[src/rtl/fsub32_seq_if.sv]
// -----------------------------------------------------------------------------
// fsub32_seq_if
//
// Purpose:
//   Handshake and data bundle between the multicycle controller (master) and
//   the sequential single-precision subtractor (slave).
//
// Signals:
//   start    master -> slave  launch request, sampled only while the unit idles
//   A        master -> slave  minuend, IEEE-754 single
//   B        master -> slave  subtrahend, IEEE-754 single
//   busy     slave -> master  operation in flight
//   done     slave -> master  one-cycle completion pulse
//   Result   slave -> master  A - B, held until the next accepted start
//   ALUFlags slave -> master  {N, Z, C, V}, held with Result
// -----------------------------------------------------------------------------
interface fsub32_seq_if;
  logic        start;
  logic [31:0] A;
  logic [31:0] B;
  logic        busy;
  logic        done;
  logic [31:0] Result;
  logic [3:0]  ALUFlags;

  modport master (
    output start,
    output A,
    output B,
    input  busy,
    input  done,
    input  Result,
    input  ALUFlags
  );

  modport slave (
    input  start,
    input  A,
    input  B,
    output busy,
    output done,
    output Result,
    output ALUFlags
  );
endinterface

[src/rtl/fsub32_seq.sv]
// -----------------------------------------------------------------------------
// fsub32_seq
//
// Purpose:
//   Multi-cycle IEEE-754 single-precision subtractor, Result = A - B.
//   Equal operand signs give an effective subtraction, differing signs an
//   effective addition. The smaller operand is aligned with a barrel shifter,
//   the difference is then normalised left by one bit per cycle. Rounding is
//   truncation and denormal operands are flushed to zero.
//
//   Sequence: IDLE -> ALIGN -> ADDSUB -> NORM (0..NORM_MAX cycles) -> DONE.
//   With start accepted in cycle 0, done pulses in cycle 3 + k where k is the
//   number of normalisation shifts.
//
// Ports:
//   clk    system clock, rising edge
//   reset  asynchronous, active-low reset; aborts any operation in flight
//   bus    fsub32_seq_if.slave: start, A, B in; busy, done, Result, ALUFlags out
//
// Parameters:
//   NORM_MAX  safety bound on left-normalisation shifts before forcing +0
//
// Configuration macro:
//   FSUB32_SPECIALS_EN  when defined, ALIGN detects NaN / infinity operands and
//                       finishes in cycle 2 with the IEEE special result.
//                       When undefined, exponent 255 is an ordinary number.
// -----------------------------------------------------------------------------
module fsub32_seq #(
  parameter int NORM_MAX = 24
) (
  input  logic        clk,
  input  logic        reset,
  fsub32_seq_if.slave bus
);

  localparam int               CNT_W      = $clog2(NORM_MAX + 1);
  localparam logic [CNT_W-1:0] NORM_LIMIT = CNT_W'(NORM_MAX);

  typedef enum logic [2:0] {
    S_IDLE,
    S_ALIGN,
    S_ADDSUB,
    S_NORM,
    S_DONE
  } state_t;

  // ---------------------------------------------------------------------------
  // State and datapath registers
  // ---------------------------------------------------------------------------
  state_t           state_q,   state_d;
  logic [31:0]      a_q,       a_d;
  logic [31:0]      b_q,       b_d;
  logic [23:0]      man_q,     man_d;
  logic [23:0]      small_q,   small_d;
  logic [7:0]       exp_q,     exp_d;
  logic             sign_q,    sign_d;
  logic             eff_sub_q, eff_sub_d;
  logic             c_q,       c_d;
  logic [CNT_W-1:0] cnt_q,     cnt_d;
  logic [31:0]      result_q,  result_d;
  logic [3:0]       flags_q,   flags_d;

  // Completion strobe and the value that becomes Result on entry to DONE
  logic             finish;
  logic [31:0]      fin_result;
  logic             fin_v;

  // ---------------------------------------------------------------------------
  // Operand decode for ALIGN
  // ---------------------------------------------------------------------------
  logic [7:0]  exp_a, exp_b;
  logic [23:0] man_a, man_b;
  logic [30:0] mag_a, mag_b;
  logic        a_ge_b;
  logic [7:0]  big_exp;
  logic [7:0]  exp_diff;
  logic [23:0] big_man;
  logic [23:0] small_man;
  logic [23:0] small_aligned;

  assign exp_a = a_q[30:23];
  assign exp_b = b_q[30:23];

  // Exponent 0 is treated as zero regardless of fraction (denormals flushed)
  assign man_a = (exp_a == 8'd0) ? 24'd0 : {1'b1, a_q[22:0]};
  assign man_b = (exp_b == 8'd0) ? 24'd0 : {1'b1, b_q[22:0]};

  // Magnitude keys use the flushed value so a denormal compares equal to zero
  assign mag_a = (exp_a == 8'd0) ? 31'd0 : a_q[30:0];
  assign mag_b = (exp_b == 8'd0) ? 31'd0 : b_q[30:0];

  assign a_ge_b    = (mag_a >= mag_b);
  assign big_exp   = a_ge_b ? exp_a : exp_b;
  assign exp_diff  = a_ge_b ? (exp_a - exp_b) : (exp_b - exp_a);
  assign big_man   = a_ge_b ? man_a : man_b;
  assign small_man = a_ge_b ? man_b : man_a;

  // Any difference of 25 or more pushes every mantissa bit out
  assign small_aligned = (exp_diff >= 8'd25) ? 24'd0 : (small_man >> exp_diff);

`ifdef FSUB32_SPECIALS_EN
  logic nan_a, nan_b, inf_a, inf_b;
  logic special_nan;

  assign nan_a = (exp_a == 8'hFF) && (a_q[22:0] != 23'd0);
  assign nan_b = (exp_b == 8'hFF) && (b_q[22:0] != 23'd0);
  assign inf_a = (exp_a == 8'hFF) && (a_q[22:0] == 23'd0);
  assign inf_b = (exp_b == 8'hFF) && (b_q[22:0] == 23'd0);

  // inf - inf with equal signs is the only invalid operation besides NaN input
  assign special_nan = nan_a || nan_b || (inf_a && inf_b && (a_q[31] == b_q[31]));
`endif

  // ---------------------------------------------------------------------------
  // ADDSUB / NORM arithmetic
  // ---------------------------------------------------------------------------
  logic [24:0] sum;
  logic [8:0]  exp_inc;
  logic [7:0]  exp_dec;

  // The larger magnitude is always in man_q, so the difference never wraps
  assign sum     = eff_sub_q ? ({1'b0, man_q} - {1'b0, small_q})
                             : ({1'b0, man_q} + {1'b0, small_q});
  assign exp_inc = {1'b0, exp_q} + 9'd1;
  assign exp_dec = exp_q - 8'd1;

  // ---------------------------------------------------------------------------
  // Next-state and datapath logic
  // ---------------------------------------------------------------------------
  always_comb begin
    state_d    = state_q;
    a_d        = a_q;
    b_d        = b_q;
    man_d      = man_q;
    small_d    = small_q;
    exp_d      = exp_q;
    sign_d     = sign_q;
    eff_sub_d  = eff_sub_q;
    c_d        = c_q;
    cnt_d      = cnt_q;
    finish     = 1'b0;
    fin_result = 32'd0;
    fin_v      = 1'b0;

    case (state_q)
      S_IDLE: begin
        if (bus.start) begin
          a_d     = bus.A;
          b_d     = bus.B;
          state_d = S_ALIGN;
        end
      end

      S_ALIGN: begin
        man_d     = big_man;
        small_d   = small_aligned;
        exp_d     = big_exp;
        sign_d    = a_ge_b ? a_q[31] : ~b_q[31];
        eff_sub_d = (a_q[31] == b_q[31]);
        c_d       = a_ge_b;
        cnt_d     = '0;
        state_d   = S_ADDSUB;
`ifdef FSUB32_SPECIALS_EN
        if (special_nan) begin
          finish     = 1'b1;
          fin_result = 32'h7FC0_0000;
          fin_v      = 1'b1;
          state_d    = S_DONE;
        end else if (inf_a) begin
          finish     = 1'b1;
          fin_result = a_q;
          state_d    = S_DONE;
        end else if (inf_b) begin
          finish     = 1'b1;
          fin_result = {~b_q[31], b_q[30:0]};
          state_d    = S_DONE;
        end
`endif
      end

      S_ADDSUB: begin
        if (sum[24]) begin
          // Carry out of an effective add: renormalise right by one
          if (exp_inc >= 9'd255) begin
            finish     = 1'b1;
            fin_result = {sign_q, 8'hFF, 23'd0};
            fin_v      = 1'b1;
          end else begin
            man_d      = sum[24:1];
            exp_d      = exp_inc[7:0];
            finish     = 1'b1;
            fin_result = {sign_q, exp_inc[7:0], sum[23:1]};
          end
          state_d = S_DONE;
        end else if (sum[23:0] == 24'd0) begin
          // Exact cancellation always yields positive zero
          finish     = 1'b1;
          fin_result = 32'd0;
          state_d    = S_DONE;
        end else if (sum[23]) begin
          finish     = 1'b1;
          fin_result = {sign_q, exp_q, sum[22:0]};
          state_d    = S_DONE;
        end else begin
          man_d   = sum[23:0];
          state_d = S_NORM;
        end
      end

      S_NORM: begin
        if ((exp_q <= 8'd1) || (cnt_q >= NORM_LIMIT)) begin
          // Underflow below the smallest normal exponent, or runaway bound hit
          finish     = 1'b1;
          fin_result = 32'd0;
          state_d    = S_DONE;
        end else begin
          man_d = {man_q[22:0], 1'b0};
          exp_d = exp_dec;
          cnt_d = cnt_q + CNT_W'(1);
          // Bit 22 becomes the hidden bit after this shift, so finish now
          if (man_q[22]) begin
            finish     = 1'b1;
            fin_result = {sign_q, exp_dec, man_q[21:0], 1'b0};
            state_d    = S_DONE;
          end
        end
      end

      S_DONE: begin
        state_d = S_IDLE;
      end

      default: begin
        state_d = S_IDLE;
      end
    endcase

    // Result and flags are loaded on the edge into DONE and then held
    result_d = result_q;
    flags_d  = flags_q;
    if (finish) begin
      result_d = fin_result;
      flags_d  = {fin_result[31], (fin_result[30:0] == 31'd0), c_d, fin_v};
    end
  end

  // ---------------------------------------------------------------------------
  // Register update with asynchronous active-low reset
  // ---------------------------------------------------------------------------
  always_ff @(posedge clk or negedge reset) begin
    if (!reset) begin
      state_q   <= S_IDLE;
      a_q       <= 32'd0;
      b_q       <= 32'd0;
      man_q     <= 24'd0;
      small_q   <= 24'd0;
      exp_q     <= 8'd0;
      sign_q    <= 1'b0;
      eff_sub_q <= 1'b0;
      c_q       <= 1'b0;
      cnt_q     <= '0;
      result_q  <= 32'd0;
      flags_q   <= 4'd0;
    end else begin
      state_q   <= state_d;
      a_q       <= a_d;
      b_q       <= b_d;
      man_q     <= man_d;
      small_q   <= small_d;
      exp_q     <= exp_d;
      sign_q    <= sign_d;
      eff_sub_q <= eff_sub_d;
      c_q       <= c_d;
      cnt_q     <= cnt_d;
      result_q  <= result_d;
      flags_q   <= flags_d;
    end
  end

  // ---------------------------------------------------------------------------
  // Outputs
  // ---------------------------------------------------------------------------
  assign bus.busy     = (state_q == S_ALIGN) || (state_q == S_ADDSUB) || (state_q == S_NORM);
  assign bus.done     = (state_q == S_DONE);
  assign bus.Result   = result_q;
  assign bus.ALUFlags = flags_q;

endmodule

[src/flat_wrapper.sv]
// flat-port wrapper written by rule: the top's interface ports become plain ports
module fsub32_seq_flat 
#(
  parameter int NORM_MAX = 24
)
  (clk, reset, bus_start, bus_A, bus_B, bus_busy, bus_done, bus_Result, bus_ALUFlags);
  fsub32_seq_if bus_i ();
  input  logic clk;
  input  logic reset;
  input wire logic [$bits(bus_i.start)-1:0] bus_start;
  input wire logic [$bits(bus_i.A)-1:0] bus_A;
  input wire logic [$bits(bus_i.B)-1:0] bus_B;
  output wire logic [$bits(bus_i.busy)-1:0] bus_busy;
  output wire logic [$bits(bus_i.done)-1:0] bus_done;
  output wire logic [$bits(bus_i.Result)-1:0] bus_Result;
  output wire logic [$bits(bus_i.ALUFlags)-1:0] bus_ALUFlags;
  assign bus_i.start = bus_start;
  assign bus_i.A = bus_A;
  assign bus_i.B = bus_B;
  assign bus_busy = bus_i.busy;
  assign bus_done = bus_i.done;
  assign bus_Result = bus_i.Result;
  assign bus_ALUFlags = bus_i.ALUFlags;
  fsub32_seq #(.NORM_MAX(NORM_MAX)) u_core (.clk(clk), .reset(reset), .bus(bus_i));
endmodule
[config.mk]
export PLATFORM = sky130hd
export DESIGN_NAME = fsub32_seq_flat
export DESIGN_NICKNAME = d
export VERILOG_FILES = /design/src/rtl/fsub32_seq_if.sv /design/src/rtl/fsub32_seq.sv /design/src/flat_wrapper.sv
export SDC_FILE = /design/constraint.sdc
export NUM_CORES = 1
export LEC_CHECK = 0
export CORE_MARGIN = 8
export CORE_UTILIZATION = 45
export DETAILED_ROUTE_END_ITERATION = 8
export GPL_TIMING_DRIVEN = 0
export PLACE_DENSITY = 0.63
export SETUP_SLACK_MARGIN = 0.1
export SLEW_MARGIN = 20
export SYNTH_ARGS = -nofsm -noshare
export SYNTH_HDL_FRONTEND = slang
export SYNTH_SLANG_ARGS = --single-unit
export TNS_END_PERCENT = 30
[constraint.sdc]
create_clock -name clk -period 6.8 [get_ports clk]
set_clock_uncertainty 0.15 [all_clocks]
set_input_delay 1.36 -clock clk [delete_from_list [all_inputs] [get_ports clk]]
set_output_delay 1.36 -clock clk [all_outputs]
set_load 0.005 [all_outputs]
==> reports/metrics.cfg <==
[clocking]
postCtsHoldBufs=0
cts.sinks=166
cts_root_buf=clkbuf_16
h-tree-depth=4
cts_resized=11
worstSkewPairLatency_ns=0.46
path_clk_slew_ns=0.07
post_cts_buffers=0
cts_tree=done
cts_buffer_depth=2
numCtsBuffers=17

[critical_path]
cp_top_family=buffers and inverters
cp_slowest_stage_delay_ns=0.61
cp_slowest_cell=or4_1
rrSetupSlack_ns=0.35
critPathRequiredTime_ns=7.00
worst-path-max-fanout=10
path_class=reg -> reg
rr_worst_depth=20
critPathBufInv=8
endpoint_kind=register
r2r_end=u_core.exp_q[4]
path_cells=or4_1 -> or2_2 -> clkbuf_1 -> clkbuf_1 -> buf_1 -> nand2_1 -> inv_1 -> ha_1 -> nand4_1 -> nor3_2 -> o21a_1 -> o21a_1 -> clkbuf_1 -> nor2_2 -> clkbuf_2 -> clkbuf_2 -> clkbuf_2 -> o21ai_0 -> a2bb2oi_1 -> o22a_1
start_kind=register
r2r-start=u_core.a_q[27]
arrival_ns=6.65

[yosys]
synth_nets=1845
seq_area_frac_synth_pct=30.2
synth-edff-count=0
async_flop_share_pct=100
netlist_top_cells_area=dfrtp_1, nand2_1, ha_1, o21ai_0, mux2_2
ys_types=85
synth_top_cell_by_area=dfrtp_1
postSynthAreaPerCell_um2=8.09
ys_warn_count=0
synth_ff_type=dfrtp_1
synthesis.area_mm2=0.0138
ys_seq_elements=166
yosysTopAreaCellShare_pct=30.2
synthCells=1699

[routing]
drt-total-wl_um=57600
drtIter0Drc=1480
wl_per_cell_um=25.8
postRouteAntennaNets=0
vias_per_cell=6.36
vias=14194
drcViolationCount=0
firstDrtPassIters=7

[timing]
finalHoldViolCount=0
post-route-min-period_ns=6.45
final.setup.worst_slack_ns=0.350
timing.fmax_mhz=155
slew_violations=0
worst_slew_margin_rel_pct=27.5
finalSetupViolCount=0
hold_ws_ns=0.328
worstMarginPinSlew_ns=1.08
rsz0062_at_grt=no
period_share_pct=94.8

[global_route]
track_usage_pct=31.4
grt_pass1_wl_um=86200
grt_max_degree=94
grt_util_met1_pct=37.6
grt-ovfl-total=0
antenna_found_initial=1
met3_usage_pct=6.82
use_met2_pct=50.2
grt_pass1_vias=13766
top_usage_layer=met2

[placement]
place_congestion=1.03
port-buffer-count=104
pre_cts_slack_ns=-0.317
hpwl_um=46500
dpl_cell_area_mm2=0.0154

[hold_path]
hold_path.startpoint=u_core.bus.Result[25]
min_path_cells=1
worstHoldPathType=reg -> reg
worstHoldEndpoint=u_core.bus.Result[25]

[outcome]
status=finished, final reports clean

[die]
initial_core_util_pct=45.3
die-area_mm2=0.0364
row_count=64
fp.dieW_um=191
io_pins=105
fp.coreArea_mm2=0.0303
die_h_um=191

[cells_and_area]
final_util_pct=52.9
n_antenna_cell=0
final_nets=1970
syn_to_final_growth_pct=16.8
drive_above_1_share_pct=9.20
design_area_mm2=0.0161
fillers=2920

[run]
drv_cap=0

flip-flops by register name (all words and copies together) (netlist names):
register / cells
u_core.a_q: 32
u_core.b_q: 32
u_core.bus.ALUFlags: 4
u_core.bus.Result: 31
u_core.c_q: 1
u_core.cnt_q: 5
u_core.eff_sub_q: 1
u_core.exp_q: 8
u_core.man_q: 24
u_core.sign_q: 1
u_core.small_q: 24
u_core.state_q: 3
area by class of cell:
class | instances | area, um2 | area share (%)
buffer | 107 | 453 | 2.82
multi-input combinational | 1344 | 8960 | 55.8
inverter | 81 | 304 | 1.89
tap | 396 | 495 | 3.09
sequential | 166 | 4150 | 25.9
clock buffer | 21 | 470 | 2.93
timing repair buffer | 107 | 1080 | 6.75
clock inverter | 11 | 139 | 0.865
kinds of logic after synthesis:
family / after synthesis / synth area share [%]
and+or+nand+nor: 591 / 19.5
AOI/OAI and AO/OA: 518 / 24.7
buffers and inverters: 189 / 5.41
DFF: 166 / 30.2
muxes: 104 / 9.53
adders and majority gates: 79 / 7.35
xor gates and xnor gates: 52 / 3.31
metal layers:
metal | share of wire [%] | vias to the layer above
met2 | 46 | 640
met4 | 6.9 | 2
met3 | 7.5 | 160
li1 | - | 6465
met1 | 40 | 6927
met5 | 0.023 | -
worst max-delay path by stage:
stage                              start                    end  slack [ns]  depth (start not counted)
final                     u_core.a_q[27]        u_core.exp_q[4]        0.35                         20
after floorplan           u_core.a_q[27]      u_core.small_q[6]        1.60                         22
after detailed placement  u_core.b_q[24]        u_core.exp_q[0]       -0.32                         19
after global routing      u_core.a_q[27]      u_core.small_q[7]        0.10                         20
after CTS                 u_core.a_q[28]        u_core.man_q[1]        0.08                         20
after global placement             reset  u_core.bus.Result[16]       -2.83                          1
layout by cell type, fill, tap and decap left out, types with 8 or more instances in the layout:
cell | netlist | final
nand3_1 | 36 | 36
clkdlybuf4s50_1 | 0 | 103
clkbuf_2 | 0 | 12
nand4_1 | 24 | 24
nand2b_1 | 10 | 10
mux2_2 | 65 | 65
or3_1 | 8 | 8
a222oi_1 | 13 | 13
mux2i_1 | 24 | 23
and2_1 | 18 | 18
a21oi_1 | 121 | 117
o31ai_1 | 10 | 10
clkbuf_16 | 0 | 17
ha_1 | 76 | 76
nor3_1 | 40 | 38
dfrtp_1 | 166 | 166
nor2b_1 | 14 | 14
a21o_1 | 21 | 21
xor2_1 | 17 | 17
nor2_1 | 128 | 127
and3_1 | 9 | 9
nor4_1 | 15 | 11
mux4_2 | 15 | 15
a211oi_1 | 13 | 12
xnor2_1 | 35 | 35
inv_1 | 80 | 80
o211ai_1 | 36 | 36
a221oi_1 | 14 | 14
o22ai_1 | 13 | 13
nand2_1 | 259 | 258
o21a_1 | 13 | 13
buf_1 | 13 | 8
a31oi_1 | 8 | 8
a22oi_1 | 10 | 10
clkbuf_1 | 87 | 79
o21ai_0 | 150 | 147
stage by stage:
step / TNS (ns) / cells
after floorplan: 0 / 1699
after global placement: -471.24 / 2199
after detailed placement: -3.76 / 2202
after CTS: 0 / 2234
after global routing: 0 / 2233
final: 0 / 2233
Yosys cell counts (18+ instances only):
master    number
nand2_1      259
dfrtp_1      166
o21ai_0      150
nor2_1       128
a21oi_1      121
clkbuf_1      87
inv_1         80
ha_1          76
mux2_2        65
nor3_1        40
nand3_1       36
o211ai_1      36
xnor2_1       35
mux2i_1       24
nand4_1       24
a21o_1        21
and2_1        18
Power is not shown: default switching activity piles up to over one toggle a cycle in this logic, so the estimate is an artifact.
